**src/rtl/piso_tx_arbiter.sv**
```systemverilog
// Two-requester round-robin arbiter in front of a parallel-in, serial-out transmitter.
// Bytes go out MSB first, optionally followed by a fixed number of idle cycles.
module piso_tx_arbiter #(
  parameter int DATA_W = 8,
  parameter int GAP    = 1
) (
  input  logic            clk,
  input  logic            reset,
  input  logic            req0,
  input  logic [DATA_W:1] din0,
  input  logic            req1,
  input  logic [DATA_W:1] din1,
  input  logic            flush,
  output logic            ack0,
  output logic            ack1,
  output logic            q,
  output logic            valid,
  output logic            src,
  output logic            busy
);

  localparam int CNT_MAX = (DATA_W > GAP) ? DATA_W : GAP;
  localparam int CW      = $clog2(CNT_MAX + 1);

  typedef enum logic [1:0] {S_IDLE, S_SHIFT, S_GAP} state_t;

  state_t          state, state_n;
  logic [DATA_W:1] sreg, sreg_n;
  logic [CW-1:0]   cnt, cnt_n;
  logic            ptr, ptr_n;
  logic            src_n, ack0_n, ack1_n, q_n, valid_n, busy_n;
  logic            pending, winner, capture;

  assign pending = req0 | req1;
  // On contention the requester that was not served last wins; a lone request always wins.
  assign winner  = (req0 & req1) ? ~ptr : req1;

  always_comb begin
    state_n = state;
    sreg_n  = sreg;
    cnt_n   = cnt;
    ptr_n   = ptr;
    src_n   = src;
    capture = 1'b0;
    case (state)
      S_IDLE: begin
        if (!flush && pending) capture = 1'b1;
      end
      S_SHIFT: begin
        if (flush) begin
          state_n = S_IDLE;
          cnt_n   = '0;
        end else begin
          sreg_n = sreg << 1;
          cnt_n  = cnt + 1'b1;
          if (cnt == CW'(DATA_W - 1)) begin
            cnt_n = '0;
            if (GAP > 0)      state_n = S_GAP;
            else if (pending) capture = 1'b1;
            else              state_n = S_IDLE;
          end
        end
      end
      S_GAP: begin
        if (flush || cnt == CW'(GAP - 1)) begin
          state_n = S_IDLE;
          cnt_n   = '0;
        end else begin
          cnt_n = cnt + 1'b1;
        end
      end
      default: begin
        state_n = S_IDLE;
        cnt_n   = '0;
      end
    endcase

    // A capture (from IDLE or the back-to-back last-bit edge) overrides the shift.
    if (capture) begin
      sreg_n  = winner ? din1 : din0;
      cnt_n   = '0;
      ptr_n   = winner;
      src_n   = winner;
      state_n = S_SHIFT;
    end

    ack0_n  = capture & ~winner;
    ack1_n  = capture & winner;
    valid_n = (state_n == S_SHIFT);
    q_n     = valid_n & sreg_n[DATA_W];
    busy_n  = (state_n != S_IDLE);
  end

  always_ff @(posedge clk or negedge reset) begin
    if (!reset) begin
      state <= S_IDLE;
      sreg  <= '0;
      cnt   <= '0;
      ptr   <= 1'b1;
      src   <= 1'b0;
      ack0  <= 1'b0;
      ack1  <= 1'b0;
      q     <= 1'b0;
      valid <= 1'b0;
      busy  <= 1'b0;
    end else begin
      state <= state_n;
      sreg  <= sreg_n;
      cnt   <= cnt_n;
      ptr   <= ptr_n;
      src   <= src_n;
      ack0  <= ack0_n;
      ack1  <= ack1_n;
      q     <= q_n;
      valid <= valid_n;
      busy  <= busy_n;
    end
  end

endmodule

```
**config.mk**
```make
export PLATFORM = sky130hd
export DESIGN_NAME = piso_tx_arbiter
export DESIGN_NICKNAME = d
export VERILOG_FILES = /design/src/rtl/piso_tx_arbiter.sv
export SDC_FILE = /design/constraint.sdc
export NUM_CORES = 1
export LEC_CHECK = 0
export BUFFER_PORTS_ARGS = -buffer_cell sky130_fd_sc_hd__buf_2
export CAP_MARGIN = 20
export CORE_UTILIZATION = 40
export CTS_CLUSTER_DIAMETER = 100
export DETAILED_ROUTE_END_ITERATION = 8
export GPL_TIMING_DRIVEN = 0
export PLACE_DENSITY = 0.6
export SYNTH_ARGS = -nofsm -noshare
export SYNTH_HDL_FRONTEND = slang
export SYNTH_SLANG_ARGS = --single-unit
```
**constraint.sdc**
```tcl
create_clock -name clk -period 1.9 [get_ports clk]
set_input_delay 0.38 -clock clk [delete_from_list [all_inputs] [get_ports clk]]
set_output_delay 0.38 -clock clk [all_outputs]
set_load 0.02 [all_outputs]
```
Word-level counts from Yosys, hierarchy flattened:

Cells that the tools add are included.

* flip-flop bits (word level): 21
* latch bits: 0
* RAM bits: 0
* bits in read-only memories: 0
* bits of input ports: 21
* output and inout bits: 6
* word-level logic and storage cells: 50
* memories kept: 0

* $add $sub $neg: 1
* $mul: 0
* divide/modulo/power cells: 0
* $lt $le $gt $ge: 0
* equal/unequal tests: 6
* shift operators: 0
* mux-type cells: 17
* bitwise gates (word level): 7
* reduce and logical (&&, ||, !) cells: 8

Operators with widths (number)
* 8-bit 2-to-1 mux: 4
* 4-bit 2-to-1 mux: 4
* 4-bit one-hot mux with 3 select lines: 1
* 2-bit 2-to-1 mux: 4
* 2-bit one-hot mux with 3 select lines: 1
* 4-bit by 1-bit adder with 4-bit output (second input constant): 1
* 1-bit bitwise AND: 4
* 2-bit by 1-bit equality test with 1-bit output (second input constant): 2
* 4-bit by 3-bit equality test with 1-bit output (second input constant): 1
* 4-bit logical NOT: 1
* 2-bit nonzero test: 2
* 1-bit 2-to-1 mux: 3
* 2-bit equality test (second input constant): 1
* 2-bit logical NOT: 1
* 2-bit by 1-bit inequality test with 1-bit output (second input constant): 1
* 2-bit inequality test (second input constant): 1
* 1-bit inverter: 2
* 2-bit AND reduction: 1
* 1-bit logical AND: 1
* 1-bit logical NOT: 1
* 1-bit logical OR: 1
* 1-bit bitwise OR: 1

Logic depth before layout (Yosys ltp):

* word-level depth: 7
* depth in mapped cells: 7
* gate-level depth less buffers: 6

Worst setup path after synthesis:

OpenSTA, ideal clock, no wires.

* path kind: flip-flop to flip-flop
* start: register state[0]
* end: register sreg[2] in the netlist's numbering
* setup time: 137 ps
* data arrival time: 1499 ps
* slack: 264 ps
* stages on the path, launching flop included: 8
* path buffers: 1
* cell sequence: dfrtp_1 -> inv_1 -> ha_1 -> nor2b_2 -> and3_1 -> buf_2 -> a222oi_1 -> a21oi_1

* longest elaborated chain between the ends: 4
* elaborated cells between the ends (all ways): 7
* those cells by class: eq/ne (2); mux (2); reduce/logical (3)

Ends and longest elaborated chain
* from (decl): line 27 `state_t state, state_n;`
* from (signal assigned): line 107 `state <= state_n;`
* 2-bit logical NOT: line 45 `case (state)`
* 1-bit 2-to-1 mux
* 2-bit by 1-bit inequality test with 1-bit output (no source line) or 2-bit nonzero test (tied branches)
* 2-bit AND reduction (no source line)
* to (signal assigned): line 108 `sreg <= sreg_n;`
* to (decl): line 28 `logic [DATA_W:1] sreg, sreg_n;`

Several ways; a longest one is shown, not always the timed one.
A chain may end at the register's enable or synchronous reset.

Worst setup path in the final report:

* start: register state[0]
* end: register sreg[7] in the netlist's numbering

Same word-level chain as after synthesis.

==> out/results.tsv <==
stage	metric	value	unit
layout	most frequent cells in the layout	buf_2 (28), dfrtp_1 (20), nor2_1 (14)	
layout	area occupied by multi-input gates	542	um^2
timing	worst slew margin relative to its limit	0.704	
floorplan	io pins	27	
synthesis	top cell type's share of synthesized area	0.460	
routing	per-cell routed wire length	13.4	um
power	leakage power of the design	0.633	nW
timing	Worst-Margin Slew	0.444	ns
timing	Setup WS post-layout	0.110	ns
synthesis	biggest area consumer among synthesized cells	dfrtp_1	
critical_path	critical path buffer and inverter count	2	
clock_network	buffers inserted during post-CTS setup optimization	0	
layout	number of nets in the layout	163	
timing	setup repair after global routing missed its margin	false	
timing	final number of hold-violating endpoints	0	
worst_hold_path	classification of the worst-slack hold path	in2async	
placed_design	estimated wirelength of the detail-placed design	1.66	mm
placed_design	Port Buffers	26	
synthesis	Post-synth EDFFs	0	
clock_network	CTS max path bufs	2	
critical_path	startpoint kind of the worst setup timing path	flop	
routing	post-route antenna net violation count	0	
clock_network	total CTS buffers	3	
placed_design	worst slack at placement	-0.00246	ns
timing	fin crit period	1.79	ns
floorplan	count of standard-cell rows	18	
global_routing	vias in the first global route	796	
critical_path	worst endpoint required time	2.09	ns
synthesis	post-synthesis sequential element count	21	
synthesis	count of different cell masters after synthesis	34	
critical_path	cell class contributing the biggest share of worst-path delay	compound AO/OA/AOI/OAI gates	
layout	register cell area after layout	527	um^2
clock_network	number of sinks on the clock net	21	
routing	starting DRC count in detailed routing	34	
timing	count of pins over their slew limit	0	
synthesis	share of flip-flops with an asynchronous set or reset	1.00	
timing	Layout Skew	0.00316	ns
power	PwrDens	1200	nW/um^2
clock_network	CTS Root Buffer Type	clkbuf_4	
critical_path	category of the worst setup path capture point	flop	
layout	area growth from synthesis to layout	20.3	%
global_routing	total congestion overflow after global routing	0	
synthesis	biggest area contributors in the synthesized netlist	dfrtp_1 (46%), ha_1 (6.9%), a222oi_1 (5.5%)	
floorplan	area of the die	2930	um^2
timing	fmax	559	MHz
layout	most common cell after layout, fill and taps aside	buf_2	
global_routing	global-route usage over all layers	0.180	
timing	number of setup violations in the final report	0	
layout	number of inserted filler cells in the final layout	243	
clock_network	H-tree depth reported by CTS	1	
critical_path	Max FO, Critical Path	10	
routing	per-cell via count in the routed design	5.42	
clock_network	clock transition at the register clock pins on the worst setup and hold paths after CTS	0.11	ns
floorplan	CORE AREA	2520	um^2
placed_design	Cell Area, Placed	1250	um^2
clock_network	clock insertion delay at the later pin of the skew report	0.30	ns
routing	count of unresolved DRC violations after routing	0	
synthesis	dominant synthesized flop cell	dfrtp_1	
floorplan	initial core utilization	0.431	
power	maximum vdd drop	681	uV
critical_path	CP Data Arrival Time	1.98	ns
layout	ratio of cells with drive above 1 in the final layout	0.296	
critical_path	CP Class	reg2reg	
synthesis	net count of the mapped netlist	132	
floorplan	floorplan die height	54.1	um
clock_network	number of buffers inserted for hold repair after clock tree synthesis	0	
routing	first-pass iteration count of the detailed router	5	
timing	worst-case hold slack	0.00319	ns
critical_path	delay of the slowest critical-path stage	0.40	ns
layout	final standard cell area without fillers	1310	um^2
routing	total detailed-routing wirelength	2.21	mm
run	max-cap violations	0	
synthesis	proportion of synthesized chip area in sequential cells	0.484	
run_status	run status	completed	
placed_design	routability congestion estimate from global placement	0.865	
synthesis	count of yosys warnings during synthesis	0	
routing	total vias in the final route	894	
critical_path	cell with the biggest individual delay on the critical path	dfrtp_1	
timing	final period utilization	0.942	
layout	antenna diode instance count	0	
clock_network	TritonCTS clock tree	done	
critical_path	slack of the worst reg-to-reg path	0.11	ns
global_routing	largest net degree at the start of global routing	22	
synthesis	Post-Synthesis Cells	105	
critical_path	CP Cell Sequence	inv_1 > ha_2 > nor2b_4 > and3_1 > buf_2 > a222oi_1 > a21oi_1	
synthesis	Post-Synthesis Mean Instance Area	10.4	um^2
global_routing	initial antenna violation count	0	
floorplan	Die Width	54.1	um
synthesis	cell area after technology mapping	1090	um^2
global_routing	global-route wire length before repair	3.65	mm
layout make-up:
class / count / share of cell area
multi-input cells: 73 / 0.414
flip-flops and latches: 21 / 0.403
repair buffers: 26 / 0.0995
well taps: 30 / 0.0287
inverters: 8 / 0.0230
clock buffers: 4 / 0.0201
plain buffers: 3 / 0.0115
sequential cells by signal, summed over array words and instances (netlist names):
signal and count:
sreg 8, cnt 4, state 2, ack0 1, ack1 1, busy 1
ptr 1, q 1, src 1, valid 1
per-layer routing:
metal	global-route usage	vias to the layer above	part of all wire
met1	0.236	426	0.47
met3	0.0593	4	0.044
li1	-	443	-
met5	0	-	0
met4	0.0769	0	0.017
met2	0.268	21	0.46
final timing paths:
kind                          start        to  cells after the start
min reg2reg                     src       src                      2
max                        state[0]   sreg[7]                      7
max in group asynchronous     reset       ptr                      1
min in group clk            din1[1]   sreg[1]                      3
max reg2reg                state[0]   sreg[7]                      7
min                           reset  state[0]                      1
worst register-to-register path, cell delays in order (launching register included):
cell and delay (ns):
dfrtp_1 0.40, inv_1 0.09, ha_2 0.24, nor2b_4 0.15
and3_1 0.18, buf_2 0.19, a222oi_1 0.31, a21oi_1 0.12
stage by stage:
step,total power (W),setup TNS (ns),util,instances
floorplan,0.00116,0,-,105
global placement,0.00132,0,0.498,161
detailed placement,0.00134,-0.00246,0.498,161
CTS,0.00156,0,0.510,165
global route,0.00170,0,0.518,165
finish,0.00156,0,0.518,165
Yosys cell counts (2+ instances only):
| library cell | n |
|---|---|
| and3_1 | 2 |
| buf_2 | 2 |
| dfrtp_1 | 20 |
| inv_1 | 8 |
| o21ai_1 | 2 |
| and2b_1 | 2 |
| a21oi_1 | 9 |
| ha_1 | 6 |
| o21ai_0 | 3 |
| a222oi_1 | 6 |
| nand2b_1 | 5 |
| nor2_1 | 14 |
| nand2_1 | 3 |
| o2bb2ai_1 | 3 |
report_power, final:
group          internal [W]  switching (W)  total [W]
logic              0.000298       0.000369   0.000667
clock network     0.0000819       0.000130   0.000212
registers          0.000609      0.0000737   0.000683
timing repair:
| item | CTS | global route |
|---|---|---|
| resized for setup | 2 | 4 |
| pin swaps | 0 | 0 |
| setup endpoints to repair | 6 | 10 |
| endpoints found under the hold margin | 0 | 0 |
logic make-up (layout without fill, tap and decap cells):
kind of cell	count (synthesis)	after routing	share of synthesized area
AO/OA/AOI/OAI	31	31	0.209
XOR/XNOR	1	1	0.00806
adder cells (fa/ha/maj)	6	6	0.0690
buffers and inverters	11	41	0.0403
flip-flops	21	21	0.484
multiplexers	1	1	0.0138
AND/OR/NAND/NOR	34	34	0.175
Note: power is estimated with default switching activity, not from simulation.
